==> src/rtl/mult_pipe_manager.sv <==
// mult_pipe_manager: pipelined RV32M multiplier with per-stage rd tracking and valid/ready write-back
// Ports: issue_* take MUL/MULH/MULHSU/MULHU from EX (issue_ready_o = pipeline can advance);
//        mult_uses_o / rd_addrs_mult_o expose per-stage occupancy and rd to the ID stall logic;
//        wb_* present the last-stage result to the write-back arbiter.
module mult_pipe_manager #(
    parameter int PPL_STAGE = 3,
    parameter int XLEN = 32
) (
    input  logic                 clk,
    input  logic                 rst,
    input  logic                 issue_valid_i,
    output logic                 issue_ready_o,
    input  logic [1:0]           issue_op_i,
    input  logic [4:0]           issue_rd_addr_i,
    input  logic [XLEN-1:0]      issue_rs1_i,
    input  logic [XLEN-1:0]      issue_rs2_i,
    output logic [PPL_STAGE-1:0] mult_uses_o,
    output logic [4:0]           rd_addrs_mult_o [PPL_STAGE],
    output logic                 wb_valid_o,
    input  logic                 wb_ready_i,
    output logic [4:0]           wb_rd_addr_o,
    output logic [XLEN-1:0]      wb_data_o
);
    logic adv, take, sa, sb;
    logic [1:0] op_q [PPL_STAGE];
    logic [XLEN:0] a_q, b_q;
    logic [2*XLEN-1:0] a_x, b_x, prod_d;
    logic [2*XLEN-1:0] prod_q [1:PPL_STAGE-1];
    assign adv = !(mult_uses_o[PPL_STAGE-1] && !wb_ready_i);
    assign issue_ready_o = adv;
    // rd=0 ops flow through the datapath but are never tracked or written back
    assign take = issue_valid_i && |issue_rd_addr_i;
    assign sa = issue_op_i[0] ^ issue_op_i[1];
    assign sb = issue_op_i == 2'b01;
    // low 2*XLEN bits of the 33x33 signed product equal the modular product of the sign-extended operands
    assign a_x = {{(XLEN-1){a_q[XLEN]}}, a_q};
    assign b_x = {{(XLEN-1){b_q[XLEN]}}, b_q};
    assign prod_d = a_x * b_x;
    assign wb_valid_o = mult_uses_o[PPL_STAGE-1];
    assign wb_rd_addr_o = rd_addrs_mult_o[PPL_STAGE-1];
    assign wb_data_o = op_q[PPL_STAGE-1] == 2'b00 ? prod_q[PPL_STAGE-1][XLEN-1:0]
                                                  : prod_q[PPL_STAGE-1][2*XLEN-1:XLEN];
    always_ff @(posedge clk or posedge rst) begin
        if (rst) begin
            mult_uses_o <= '0;
            a_q <= '0;
            b_q <= '0;
            for (int i = 0; i < PPL_STAGE; i++) begin
                rd_addrs_mult_o[i] <= '0;
                op_q[i] <= '0;
            end
            for (int i = 1; i < PPL_STAGE; i++) prod_q[i] <= '0;
        end else if (adv) begin
            mult_uses_o <= {mult_uses_o[PPL_STAGE-2:0], take};
            rd_addrs_mult_o[0] <= take ? issue_rd_addr_i : 5'd0;
            op_q[0] <= issue_op_i;
            a_q <= {sa & issue_rs1_i[XLEN-1], issue_rs1_i};
            b_q <= {sb & issue_rs2_i[XLEN-1], issue_rs2_i};
            for (int i = 1; i < PPL_STAGE; i++) begin
                rd_addrs_mult_o[i] <= rd_addrs_mult_o[i-1];
                op_q[i] <= op_q[i-1];
            end
            prod_q[1] <= prod_d;
            for (int i = 2; i < PPL_STAGE; i++) prod_q[i] <= prod_q[i-1];
        end
    end
endmodule
==> config.mk <==
export PLATFORM = sky130hd
export DESIGN_NAME = mult_pipe_manager
export DESIGN_NICKNAME = d
export VERILOG_FILES = /design/src/rtl/mult_pipe_manager.sv
export SDC_FILE = /design/constraint.sdc
export NUM_CORES = 2
export LEC_CHECK = 0
export CORE_MARGIN = 5
export CORE_UTILIZATION = 45
export CTS_BUF_LIST = sky130_fd_sc_hd__clkbuf_8
export DETAILED_ROUTE_END_ITERATION = 7
export MAX_ROUTING_LAYER = met4
export PLACE_DENSITY = 0.6
export SYNTH_ARGS = -nofsm -noshare
export SYNTH_HDL_FRONTEND = slang
export SYNTH_SLANG_ARGS = --single-unit
==> constraint.sdc <==
create_clock -name clk -period 9.6 [get_ports clk]
set_input_delay 1.92 -clock clk [delete_from_list [all_inputs] [get_ports clk]]
set_output_delay 1.92 -clock clk [all_outputs]
set_load 0.1 [all_outputs]
### After elaboration in Yosys (flattened, before gate mapping)

Cells that the tools add are included.

| cells by class | value |
|---|---|
| multipliers | 1 |
| eq/ne operators | 1 |
| mux-type cells | 2 |
| bitwise operators | 3 |
| reductions and logical operators | 6 |

Operator list:

| kind | number |
|---|---|
| 33-bit by 33-bit multiplier with 64-bit output | 1 |
| 32-bit two-way mux | 1 |
| 5-bit two-way mux | 1 |
| 5-bit OR reduction | 1 |
| 1-bit bitwise AND | 2 |
| 2-bit by 1-bit equality test with 1-bit output (second input constant) | 1 |
| 1-bit logical AND | 2 |
| 1-bit logical NOT | 2 |
| 2-bit logical NOT | 1 |
| 1-bit XOR | 1 |

| word-level totals | value |
|---|---|
| register bits | 218 |
| input port bits | 75 |
| output and inout bits | 57 |
| word-level logic and storage cells | 24 |

### Depth between registers and ports, before layout

| depth | value |
|---|---|
| depth after elaboration | 3 |
| depth in mapped cells | 29 |
| depth with buffers taken out | 27 |

### Worst setup path before layout

Ideal clock, no wire load.

| timing | value |
|---|---|
| path type | reg-to-reg |
| from | reg b_q[0] |
| to | reg prod_q[126] (netlist bit) |
| setup time | 0.133 ns |
| arrival | 7.707 ns |
| slack | 1.759 ns |
| cell stages (with the launch flop) | 26 |
| buffers on the path | 1 |
| cells stage by stage | dfrtp_1 clkbuf_1 nand2_1 inv_1 fa_1 fa_1 fa_1 inv_1 fa_1 inv_1 fa_1 fa_1 inv_1 fa_1 fa_1 inv_1 ha_1 a21o_1 a21o_1 a21o_1 a21o_1 a21o_1 a21o_1 a21oi_1 nor4b_1 a211oi_1 |

| between the ends | value |
|---|---|
| cells in the longest elaborated chain, start to end | 1 |

Ends and longest elaborated chain:

| element | line | source |
|---|---|---|
| from (decl) | 26 | `logic [XLEN:0] a_q, b_q;` |
| from (signal assigned) | 58 | `b_q <= {sb & issue_rs2_i[XLEN-1], issue_rs2_i};` |
| 33-bit by 33-bit multiplier with 64-bit output | 38 | `assign prod_d = a_x * b_x;` |
| to (decl) | 28 | `logic [2*XLEN-1:0] prod_q [1:PPL_STAGE-1];` |

Every way passes these cells.
A chain may end at the register's enable or synchronous reset.

### Worst setup path in the final report

| timing | value |
|---|---|
| from | reg b_q[1] |
| to | reg prod_q[127] (netlist bit) |

The elaborated chain is that of the path after synthesis.

==> results.py <==
metrics = {
    "global_route": {
        "met1_usage_pct": 29.67,
        "grt_pass1_vias": 35666,
        "use_met2_pct": 41.51,
        "antenna_found_initial": 2,
        "top_usage_layer": "met2",
        "grt_pass1_wl_mm": 201.9,
        "grt.overflow.total": 0,
        "globalRouteTotalUtil_pct": 23.91,
        "grt_use_met3_pct": 2.480,
        "grt_max_degree": 102,
    },
    "timing": {
        "skew_ps": 80.02,
        "layout_setup_ws_ps": 686.7,
        "worst_pin_slew_ps": 1246,
        "slew_violations": 0,
        "hold_viol_final": 0,
        "max_freq_mhz": 112.2,
        "finalHoldWorstSlack_ps": 395.7,
        "setup_viol": 0,
        "period_needed_ps": 8913,
        "finalCritPeriodShare_pct": 92.85,
        "relSlewSlack_pct": 16.94,
        "setup_tns_ps": 0,
        "rsz0062_at_grt": "false",
    },
    "floorplanning": {
        "ios": 132,
        "fp.dieH_um": 331.9,
        "rows": 118,
        "chipWidth_um": 331.9,
        "start_util_pct": 45.18,
        "dieArea_um2": 110100,
        "core_area_um2": 103200,
    },
    "yosys": {
        "seq_area_frac_synth_pct": 11.70,
        "yosysTopAreaCell": "fa_1",
        "synth.avg_cell_area_um2": 9.260,
        "syn_inst": 5035,
        "mappedNetlistNets": 6448,
        "ys_types": 59,
        "synth_edf_count": 0,
        "synth_area_um2": 46620,
        "async_reset_ff_share_pct": 100.0,
        "synth_common_cells": "fa_1 (1125), inv_1 (1084), nand2_1 (1034)",
        "synthFlopType": "dfrtp_1",
        "netlist.area_leader.share_pct": 48.31,
        "synth.most_common_cell": "fa_1",
        "yosys_warnings": 0,
        "synthTopCellsByArea": "fa_1 (48%), dfrtp_1 (12%), inv_1 (8.7%), nand2_1 (8.3%), and2_1 (7.4%)",
        "ys_ff_latch": 218,
    },
    "setup_path": {
        "cp-start-kind": "flop",
        "critPathSlowestCell": "dfrtp_1",
        "crit_cells": 22,
        "worst-r2r-setup-slack_ps": 690,
        "crit_family": "adder cells",
        "slowest_delay_ps": 850,
        "r2r_start": "b_q[1]",
        "critPathKind": "flop to flop",
        "cp.arrival_ps": 9480,
        "cp_cell_sequence": "and2_1 -> fa_1 -> fa_1 -> fa_1 -> inv_1 -> fa_1 -> inv_1 -> fa_1 -> fa_1 -> fa_1 -> inv_1 -> fa_1 -> inv_1 -> ha_1 -> nand4_1 -> o21ai_0 -> o2111ai_2 -> a211oi_1 -> o32ai_2 -> o21ai_1 -> xnor2_1 -> a21oi_1",
        "worstPathRequired_ps": 10170,
        "rr_endpoint": "prod_q[127]",
        "crit_fanout": 24,
        "crit_buf_inv": 4,
        "endpoint_kind": "flop",
        "r2r_cells": 22,
        "path_common_cell": "fa_1",
    },
    "detailed_routing": {
        "wl_mm": 124.7,
        "avgRoutedWirePerCell_um": 19.36,
        "route.detailed.drc": 0,
        "final_antenna_net_count": 0,
        "drtIter0Drc": 1840,
        "first_pass_iters": 5,
        "num_vias": 32581,
        "avgViaCountPerCell": 5.056,
    },
    "flow_run": {
        "max_cap_violations": 0,
    },
    "clock_tree": {
        "post_cts_resized": 0,
        "ctsLongestPathBuffers": 3,
        "cts_sinks": 218,
        "cts_tree": "yes",
        "htreeDepth": 2,
        "clk_pin_slew_ps": 60,
        "clk_latency_ps": 730,
        "cts-root-buf": "clkbuf_8",
        "cts_buffers": 45,
        "cts_setup_buffers": 0,
        "holdBufCountCts": 0,
    },
    "finish": {
        "area_delta_synth_final_pct": 7.903,
        "nNetsFinal": 6444,
        "drive_above_1_share_pct": 4.286,
    },
    "place": {
        "place.gp.congestion": 0.8875,
        "pre_cts_slack_ps": 803.5,
        "port_buffers": 131,
        "place_hpwl_mm": 104.0,
    },
    "min_path": {
        "min_to": "prod_q[50]",
        "whs_path_depth": 2,
        "worstHoldStart": "prod_q[114]",
        "min_path_type": "flop to flop",
    },
    "run_status": {
        "status": "complete, no violations",
    },
}
-- cell type report --
type | count | area [µm²]
Timing Repair Buffer | 225 | 2017
Inverter | 1085 | 4088
Multi-Input combinational cell | 3456 | 36030
Sequential cell | 218 | 5455
Fill cell | 9816 | 52890
Clock inverter | 24 | 231.5
Antenna cell | 1 | 2.502
Tap cell | 1380 | 1727
Clock buffer | 55 | 757.0
-- worst max path at each step --
stage	startpoint	end	slack [ps]
CTS	b_q[1]	prod_q[127]	790
finish	b_q[1]	prod_q[127]	690
global route	b_q[0]	prod_q[127]	320
floorplan	rst	a_q[0]	1720
detailed placement	b_q[1]	prod_q[127]	800
global placement	b_q[1]	prod_q[125]	880
-- kinds of logic after synthesis --
logic type | synth area share [%]
flip-flops | 11.70
AO/OA/AOI/OAI | 3.459
multiplexers | 0.8212
AND/OR/NAND/NOR | 17.58
adder cells (fa/ha/maj) | 54.02
buffers and inverters | 11.04
XOR/XNOR | 1.371
-- state kept, by name, indices dropped and copies added, names as in the netlist --
name / flops
mult_uses_o: 3
a_q: 33
prod_q: 128
wb_rd_addr_o: 5
op_q: 6
rd_addrs_mult_o: 10
b_q: 33
-- tightest hold or removal path, stage by stage (launching register included) --
cell and delay, ps:
dfrtp_1 340, nand2_1 50, nand2_1 50
-- metrics by stage --
| stage | std cells | utilization (%) | area, µm² |
|---|---|---|---|
| 2_1_floorplan | 5035 | - | 46620 |
| 3_3_place_gp | 6364 | 47.79 | 49320 |
| 3_5_place_dp | 6364 | 47.79 | 49320 |
| 4_1_cts | 6443 | 48.74 | 50300 |
| 5_1_grt | 6444 | 48.75 | 50310 |
| 6_report | 6444 | 48.75 | 50310 |
-- routing by layer --
layer  vias up  wire length, µm  part of all wire, %
met2       743            65070                   52
met4         0             4498                  3.6
li1      14496                -                    -
met5         -                0                    0
met1     17138            50350                   40
met3       204             4825                  3.9
-- placed cells by master (no fill, tap or decap), types with 4 or more instances in the layout --
| cell | count |
|---|---|
| nor2_1 | 68 |
| fa_1 | 1125 |
| nand3_1 | 20 |
| clkdlybuf4s50_1 | 131 |
| a31oi_1 | 6 |
| mux2_2 | 34 |
| a21o_1 | 22 |
| nand2_1 | 1034 |
| inv_1 | 1092 |
| nor2b_1 | 30 |
| and2_1 | 551 |
| o21a_1 | 9 |
| xor2_1 | 23 |
| dfrtp_1 | 218 |
| nand2b_1 | 13 |
| nand4_1 | 11 |
| o21ai_0 | 43 |
| a21oi_2 | 4 |
| o31ai_1 | 7 |
| ha_1 | 213 |
| a211oi_1 | 8 |
| clkinvlp_4 | 6 |
| buf_4 | 94 |
| o21bai_1 | 12 |
| a21oi_1 | 100 |
| o211ai_1 | 7 |
| o21ai_1 | 6 |
| xnor2_1 | 50 |
| nor3_1 | 13 |
| clkbuf_8 | 55 |
Power is left out: the tool's default activity adds up to more than one toggle a clock period on the data nets, which glitch-free logic cannot reach.
